### config.mk
export PLATFORM = sky130hd
export DESIGN_NAME = mem_stage
export DESIGN_NICKNAME = d
export VERILOG_FILES = /design/src/rtl/mem_stage.sv
export SDC_FILE = /design/constraint.sdc
export NUM_CORES = 1
export LEC_CHECK = 0
export BUFFER_PORTS_ARGS = -buffer_cell sky130_fd_sc_hd__buf_2
export CORE_AREA = 5 5 172 174
export DETAILED_ROUTE_END_ITERATION = 10
export DIE_AREA = 0 0 177 179
export PLACE_DENSITY = 0.61
export SLEW_MARGIN = 0
export SYNTH_ARGS = -nofsm -noshare
export SYNTH_HDL_FRONTEND = slang
export SYNTH_SLANG_ARGS = --single-unit
### constraint.sdc
create_clock -name clk -period 1.7 [get_ports clk]
set_input_delay 0.255 -clock clk [delete_from_list [all_inputs] [get_ports clk]]
set_output_delay 0.255 -clock clk [all_outputs]
set_load 0.005 [all_outputs]
### src/rtl/mem_stage.sv
`default_nettype none
// ============================================================================
// Module   : mem_stage
// Purpose  : Memory-access pipeline stage between execute and write-back.
//            Registers the execute->memory bus and performs word loads and
//            stores over a request/grant/response data-memory port. While an
//            access is outstanding it stalls the upstream pipeline. It drives
//            the memory->write-back bus and a forwarding bus back to decode.
// Ports    : clk, rst_n          - clock, async active-low reset
//            exe_mem_bus_in      - 155-bit bus from execute
//            mem_stall           - upstream must hold its bus
//            mem_wb_bus_out      - 154-bit bus to write-back
//            mem_id_data_bus     - {fwd_data, fwd_wen, rd} to decode
//            dmem_req/we/addr/wdata, dmem_gnt, dmem_rvalid, dmem_rdata
//                                - data-memory handshake port
// Revision : 1.0 - initial release
// ============================================================================
module mem_stage (
   input  logic         clk,
   input  logic         rst_n,
   input  logic [154:0] exe_mem_bus_in,
   output logic         mem_stall,
   output logic [153:0] mem_wb_bus_out,
   output logic [37:0]  mem_id_data_bus,
   output logic         dmem_req,
   output logic         dmem_we,
   output logic [31:0]  dmem_addr,
   output logic [31:0]  dmem_wdata,
   input  logic         dmem_gnt,
   input  logic         dmem_rvalid,
   input  logic [31:0]  dmem_rdata
);

   typedef enum logic [1:0] {
      ST_IDLE = 2'd0,
      ST_WAIT = 2'd1,
      ST_DONE = 2'd2
   } state_t;

   state_t        r_state;
   logic [154:0]  r_ex;
   logic [31:0]   r_rdata;

   // Field views of the registered execute bus
   logic [31:0]   w_alu;
   logic [4:0]    w_rd;
   logic          w_rd_wen;
   logic          w_mem_we;
   logic          w_mem_re;
   logic [2:0]    w_wb_sel;
   logic [31:0]   w_pc;
   logic [31:0]   w_store_data;
   logic [3:0]    w_csr_cmd;
   logic [11:0]   w_csr_addr;
   logic [31:0]   w_op1;

   assign {w_alu, w_rd, w_rd_wen, w_mem_we, w_mem_re, w_wb_sel, w_pc,
           w_store_data, w_csr_cmd, w_csr_addr, w_op1} = r_ex;

   logic          w_access;
   logic          w_misalign;
   logic          w_aligned_access;
   logic          w_out_wen;
   logic [31:0]   w_load_data;
   logic [31:0]   w_fwd_data;

   assign w_access         = w_mem_we | w_mem_re;
   assign w_misalign       = w_access & (w_alu[1:0] != 2'b00);
   assign w_aligned_access = w_access & ~w_misalign;

   // Request and stall must react to the grant within the same cycle, so
   // they are decoded from the current state rather than registered.
   always_comb begin
      dmem_req  = 1'b0;
      mem_stall = 1'b0;
      case (r_state)
         ST_IDLE: begin
            dmem_req  = w_aligned_access;
            // A granted store retires now; an ungranted request or a granted
            // load (still waiting for data) holds the pipeline.
            mem_stall = w_aligned_access & (~dmem_gnt | ~w_mem_we);
         end
         ST_WAIT: begin
            mem_stall = 1'b1;
         end
         default: begin
            mem_stall = 1'b0;
         end
      endcase
   end

   assign dmem_we    = w_mem_we;
   assign dmem_addr  = {w_alu[31:2], 2'b00};
   assign dmem_wdata = w_store_data;

   assign w_load_data = (r_state == ST_DONE) ? r_rdata : 32'd0;
   assign w_fwd_data  = (r_state == ST_DONE) ? r_rdata : w_alu;
   // Stall cycles present a bubble; misaligned accesses never write back.
   assign w_out_wen   = w_rd_wen & ~w_misalign & ~mem_stall;

   assign mem_wb_bus_out  = {w_rd, w_out_wen, w_wb_sel, w_pc, w_alu,
                             w_load_data, w_misalign, w_csr_cmd, w_csr_addr,
                             w_op1};
   assign mem_id_data_bus = {w_fwd_data, w_out_wen, w_rd};

   always_ff @(posedge clk or negedge rst_n) begin
      if (!rst_n) begin
         r_ex <= '0;
      end else if (!mem_stall) begin
         r_ex <= exe_mem_bus_in;
      end
   end

   // Access FSM. Reset returns to IDLE, which drops any outstanding request
   // and makes a late response irrelevant (rvalid only matters in WAIT).
   always_ff @(posedge clk or negedge rst_n) begin
      if (!rst_n) begin
         r_state <= ST_IDLE;
         r_rdata <= 32'd0;
      end else begin
         case (r_state)
            ST_IDLE: begin
               if (w_aligned_access && dmem_gnt && !w_mem_we) begin
                  r_state <= ST_WAIT;
               end
            end
            ST_WAIT: begin
               if (dmem_rvalid) begin
                  r_rdata <= dmem_rdata;
                  r_state <= ST_DONE;
               end
            end
            ST_DONE: begin
               r_state <= ST_IDLE;
            end
            default: begin
               r_state <= ST_IDLE;
            end
         endcase
      end
   end

endmodule
`default_nettype wire

# --- Yosys cells after proc, flatten, opt, wreduce, memory -nomap -nowiden ---
# Cells that the tools add are included.
# Widths: inputs -> output; s select.
totals:
  reg_bits: 189
  out_inout_bits: 259
classes:
  n_bitwise: 11
  muxes: 7
  reduce_logical: 7
  eq_ne: 4
ops:
  columns: ["cell", "n"]
  rows:
  - ["$mux 32", 2]
  - ["$and 1x1->1", 5]
  - ["$mux 2", 2]
  - ["$ne 2x2->1 const B", 2]
  - ["$not 1->1", 4]
  - ["$pmux 2 s2", 1]
  - ["$reduce_and 2->1", 2]
  - ["$eq 2x1->1 const B", 1]
  - ["$eq 2x2->1 const B", 1]
  - ["$logic_and 1x1->1", 2]
  - ["$logic_not 2->1", 1]
  - ["$or 1x1->1", 2]
  - ["$pmux 1 s2", 1]
  - ["$reduce_bool 2->1", 1]
  - ["$logic_not 1->1", 1]
  - ["$mux 1", 1]

# --- Longest topological paths before layout ---
depth:
  ltp_word: 8
  ltp_mapped: 6

# --- Least setup slack after synthesis ---
# Ideal clock, no wire load.
synth_path:
  path_kind: "register to output"
  start: "register r_ex[124]"
  end: "output port mem_id_data_bus[5]"
  path_stages_with_launch: 7
  t_arrival_ns: 1.602
  setup_slack_ns: -0.157
  path_cell_list: "dfrtp_1 -> or2_1 -> o41ai_2 -> buf_2 -> buf_4 -> nor3b_1 -> buf_4"
synth_between:
  elab_chain_len: 8
  word_cells_on_any_way: 9
  cone_classes: "mux (1); bitwise (7); reduce/logical (1)"
synth_rtl:
  columns: ["item", "line", "source"]
  rows:
  - ["start: declaration", "41", "logic [154:0] r_ex;"]
  - ["start signal: assignment", "110", "r_ex <= exe_mem_bus_in;"]
  - ["$reduce_bool 2->1", "68", "assign w_misalign = w_access & (w_alu[1:0] != 2'b00);"]
  - ["$and 1x1->1", "68", null]
  - ["$not 1->1", "69", "assign w_aligned_access = w_access & ~w_misalign;"]
  - ["$and 1x1->1", "69", null]
  - ["$and 1x1->1", "81", "mem_stall = w_aligned_access & (~dmem_gnt | ~w_mem_we);"]
  - ["$pmux 1 s2", "76", "case (r_state)"]
  - ["named net mem_stall", "22", "output logic mem_stall,"]
  - ["$not 1->1", "99", "assign w_out_wen = w_rd_wen & ~w_misalign & ~mem_stall;"]
  - ["$and 1x1->1", "99", null]
  - ["end: declaration", "24", "output logic [37:0] mem_id_data_bus,"]
# The timed path passes the listed nets, and every way through them passes these cells.

# --- Worst setup path after layout ---
layout_path:
  start: "register r_state[0]"
  end: "output port mem_id_data_bus[29]"
layout_between:
  elab_chain_len: 2
layout_rtl:
  columns: ["item", "line", "source"]
  rows:
  - ["start: declaration", "40", "state_t r_state;"]
  - ["start signal: assignment", "118", "r_state <= ST_IDLE;"]
  - ["start signal: assignment", "124", "r_state <= ST_WAIT;"]
  - ["start signal: assignment", "130", "r_state <= ST_DONE;"]
  - ["$eq 2x2->1", "97", "assign w_fwd_data = (r_state == ST_DONE) ? r_rdata : w_alu;"]
  - ["$mux 32", "97", null]
# No other way between the ends.

==> summary.md <==
| Metric | Value |
|---|---|
| Crit-path max cell delay | 0.42 ns |
| Layout cells sized above 1 | 77.5% |
| IO Pins | 450 |
| Arrival time at the worst endpoint | about 1.8 ns |
| WL/cell | a little over 20 um |
| Layout area overhead | 44.6% |
| CTS Sinks | about 190 |
| Routability congestion estimate | roughly 0.79 |
| IO Port Bufs | 447 |
| Initial antenna violation count | 0 |
| Max-cap violations | 0 |
| Initial Utilization | about a third |
| H-tree Lvls | 4 |
| DRT iter0 DRCs | 185 |
| Critical path class | reg2out |
| Crit path max fanout | 7 |
| Num CTS Buffers | 17 |
| Peak supply drop | between 1000 and 1500 uV |
| Setup_tns | -55.29 ns |
| FILL cells | 2,472 |
| Global-route wire length before repair | 37.9 mm |
| DIE HEIGHT | ~180 um |
| Worst-Skew Late Latency | 0.42 ns |
| Synth Instances | between 600 and 700 |
| Full die area | approximately 0.032 mm2 |
| Core region area | around 0.028 mm2 |
| Crit. path cell count | 5 |
| Clock Skew | approximately 0.011 ns |
| Hold path depth | 2 |
| Mapped Avg Cell Area | ~13 um2 |
| Yosys warning count | 0 |
| Fin crit share | 120% |
| CP Cell Sequence | nor2b_4, buf_8, clkbuf_16, mux2_4, buf_6 |
| Minimum clock period | slightly above 2 ns |
| Largest net degree at the start of global routing | 51 |
| Clock slew at reported path FFs | ~0.080 ns |
| Hold Vio Cnt, Final | 0 |
| Post-synth EDFFs | 0 |
| Final Hold Slack | 0.0553 ns |
| Vias | around 6k |
| Die Span X | 177 um |
| Post-synthesis async set-or-reset flop share | 100% |
| Pleak | about 6.7 nW |
| Diodes inserted | 0 |
| Max Clock Freq | 0.488 GHz |
| Slowest CP cell | dfrtp_1 |
| Final Power | approximately 29 mW |
| Register area share after synthesis | approximately 52% |
| CTS Root Cell | clkbuf_16 |
| DR vias/cell | roughly 4.4 |
| Main flop type after synthesis | dfrtp_1 |
| Final worst setup slack | -0.348 ns |
| Setup crit start kind | register |
| Worst min path class | in2reg |
| Drt pass-1 iters | 4 |
| CP Capture Type | primary output |
| Pwr dens | roughly 2200 mW/mm2 |
| Final HPWL DP | 18.9 mm |
| RSZ-0062 raised after global routing | yes |
| Slew Limit Fails | 0 |
| Clk buf depth | 2 |
| Synth top area share | 51.9% |
| Nets | between 1k and 1.5k |
| GR Overflow Total | 0 |
| Final core occ | 47.7% |
| Status | finished, violations left |
| Violated checks | negative setup slack |
| FF-to-FF path depth | 7 |
| Ranking of synthesized cells by area | dfrtp_1 52%, buf_4 17%, mux2_2 15% |
| Row cnt | 61 |
| Total GRT Usage | 15.6% |
| CTS tree | done |
| Critical path's top delay family | buffers and inverters |
| Antenna Nets Post-Route | 0 |
| Netlist cell types | 21 |
| Setup violations, final | ~220 |
| Top cell type by total area after synthesis | dfrtp_1 |
| Cell area after layout | 0.0132 mm2 |
| Number of global-route vias before repair | 6,323 |
| CP required | 1.44 ns |
| Routed wire length | between 20 and 30 mm |
| Sum of buffers and inverters on the critical path | 3 |
| Post-DP Area | between 0.01 and 0.015 mm2 |
| Synth Cell Area | roughly 0.0091 mm2 |
| Post-route DRC | 0 |
| Flop and latch count out of synthesis | approximately 190 |
==> per-layer routing <==
layer  part of all wire, %  routed length (um)  GRT usage [%]
met5                     0                   0              0
met4                  0.87                 249           3.84
met3                   7.5                2150           4.53
met2                    50               14500           27.7
met1                    41               11800           18.8
==> logic make-up (layout without fill, tap and decap cells) <==
family          count (synthesis)  count (layout)  share of synthesized area [%]
compound gates                  4               4                          0.343
other cells                     1               2                         0.0411
flops                         189             189                           51.9
simple gates                   51              51                           3.28
buf+inv                       220             558                           17.7
mux                           217             217                           26.8
==> final timing paths <==
| check | to | startpoint | slack, ns |
|---|---|---|---|
| worst max-delay path | mem_id_data_bus[29] | r_state[0]$_DFFE_PN0P_ | -0.35 |
| worst min-delay path | r_ex[111]$_DFFE_PN0N_ | exe_mem_bus_in[111] | 0.06 |
| worst max register to register | r_ex[67]$_DFFE_PN0N_ | r_ex[116]$_DFFE_PN0N_ | -0.33 |
| worst min register to register | r_ex[70]$_DFFE_PN0N_ | r_ex[70]$_DFFE_PN0N_ | 0.50 |
| max in group asynchronous | r_ex[101]$_DFFE_PN0N_ | rst_n | 0.75 |
| min in group asynchronous | r_ex[132]$_DFFE_PN0N_ | rst_n | 0.36 |
==> where the power goes <==
part	internal (mW)	total, mW	switching (mW)
sequential	6.80	8.51	1.71
combinational	10.4	16.2	5.81
clock	1.98	3.89	1.90
==> synth_stat cells, drive strengths merged, types with 2 or more instances <==
library cell	instances
and2	33
buf	215
mux2	217
nor2b	2
nand2	6
o21ai	2
nor2	3
nand2b	2
clkbuf	4
nor4	2
dfrtp	189
==> flip-flops by register name, summed over array words and instances, names as in the netlist <==
name / count
r_ex: 155
r_rdata: 32
r_state: 2
==> timing repair <==
item,4_1_cts,5_1_grt
gates cloned,7,17
endpoints found under the hold margin,40,0
resized for setup,50,251
pin swaps,8,4
setup endpoints to repair,222,222
hold buffers,1,0
setup buffers,13,8
==> cells in the final DEF, fill, tap and decap left out, types with 2 or more instances in the layout <==
cell type	count
clkinv_4	4
clkbuf_16	31
dfrtp_2	2
inv_8	3
mux2_4	185
nand2b_1	2
clkbuf_8	2
and2_4	8
o21ai_0	2
buf_8	5
nand2_1	5
and2_1	25
mux2_2	32
buf_2	407
buf_12	19
buf_16	10
nor2_4	3
inv_6	3
conb_1	2
buf_4	17
dfrtp_1	187
buf_6	51
==> cell type report <==
| cell class | instances | area (um2) | share of cell area (%) |
|---|---|---|---|
| multi-input cells | 274 | 3570 | 27.1 |
| clock inverters | 13 | 124 | 0.939 |
| well taps | 378 | 473 | 3.59 |
| inverters | 1 | 3.75 | 0.0285 |
| repair buffers | 525 | 3840 | 29.1 |
| flip-flops and latches | 189 | 4730 | 35.9 |
| clock buffers | 19 | 443 | 3.36 |
==> through the flow <==
stage / setup slack, ns / std cells
3_3_place_gp: -0.107 / 1323
2_1_floorplan: -0.0169 / 683
5_1_grt: -0.412 / 1399
6_report: -0.348 / 1399
3_5_place_dp: -0.140 / 1323
4_1_cts: -0.390 / 1375
==> worst register-to-register path, stage by stage, from the launching register on <==
cell,delay (ns)
dfrtp_2,0.44
and2_4,0.16
o41ai_4,0.37
buf_12,0.19
buf_12,0.11
buf_16,0.15
clkbuf_16,0.19
mux2_4,0.31
No activity file was read; power rests on OpenSTA's default activity.
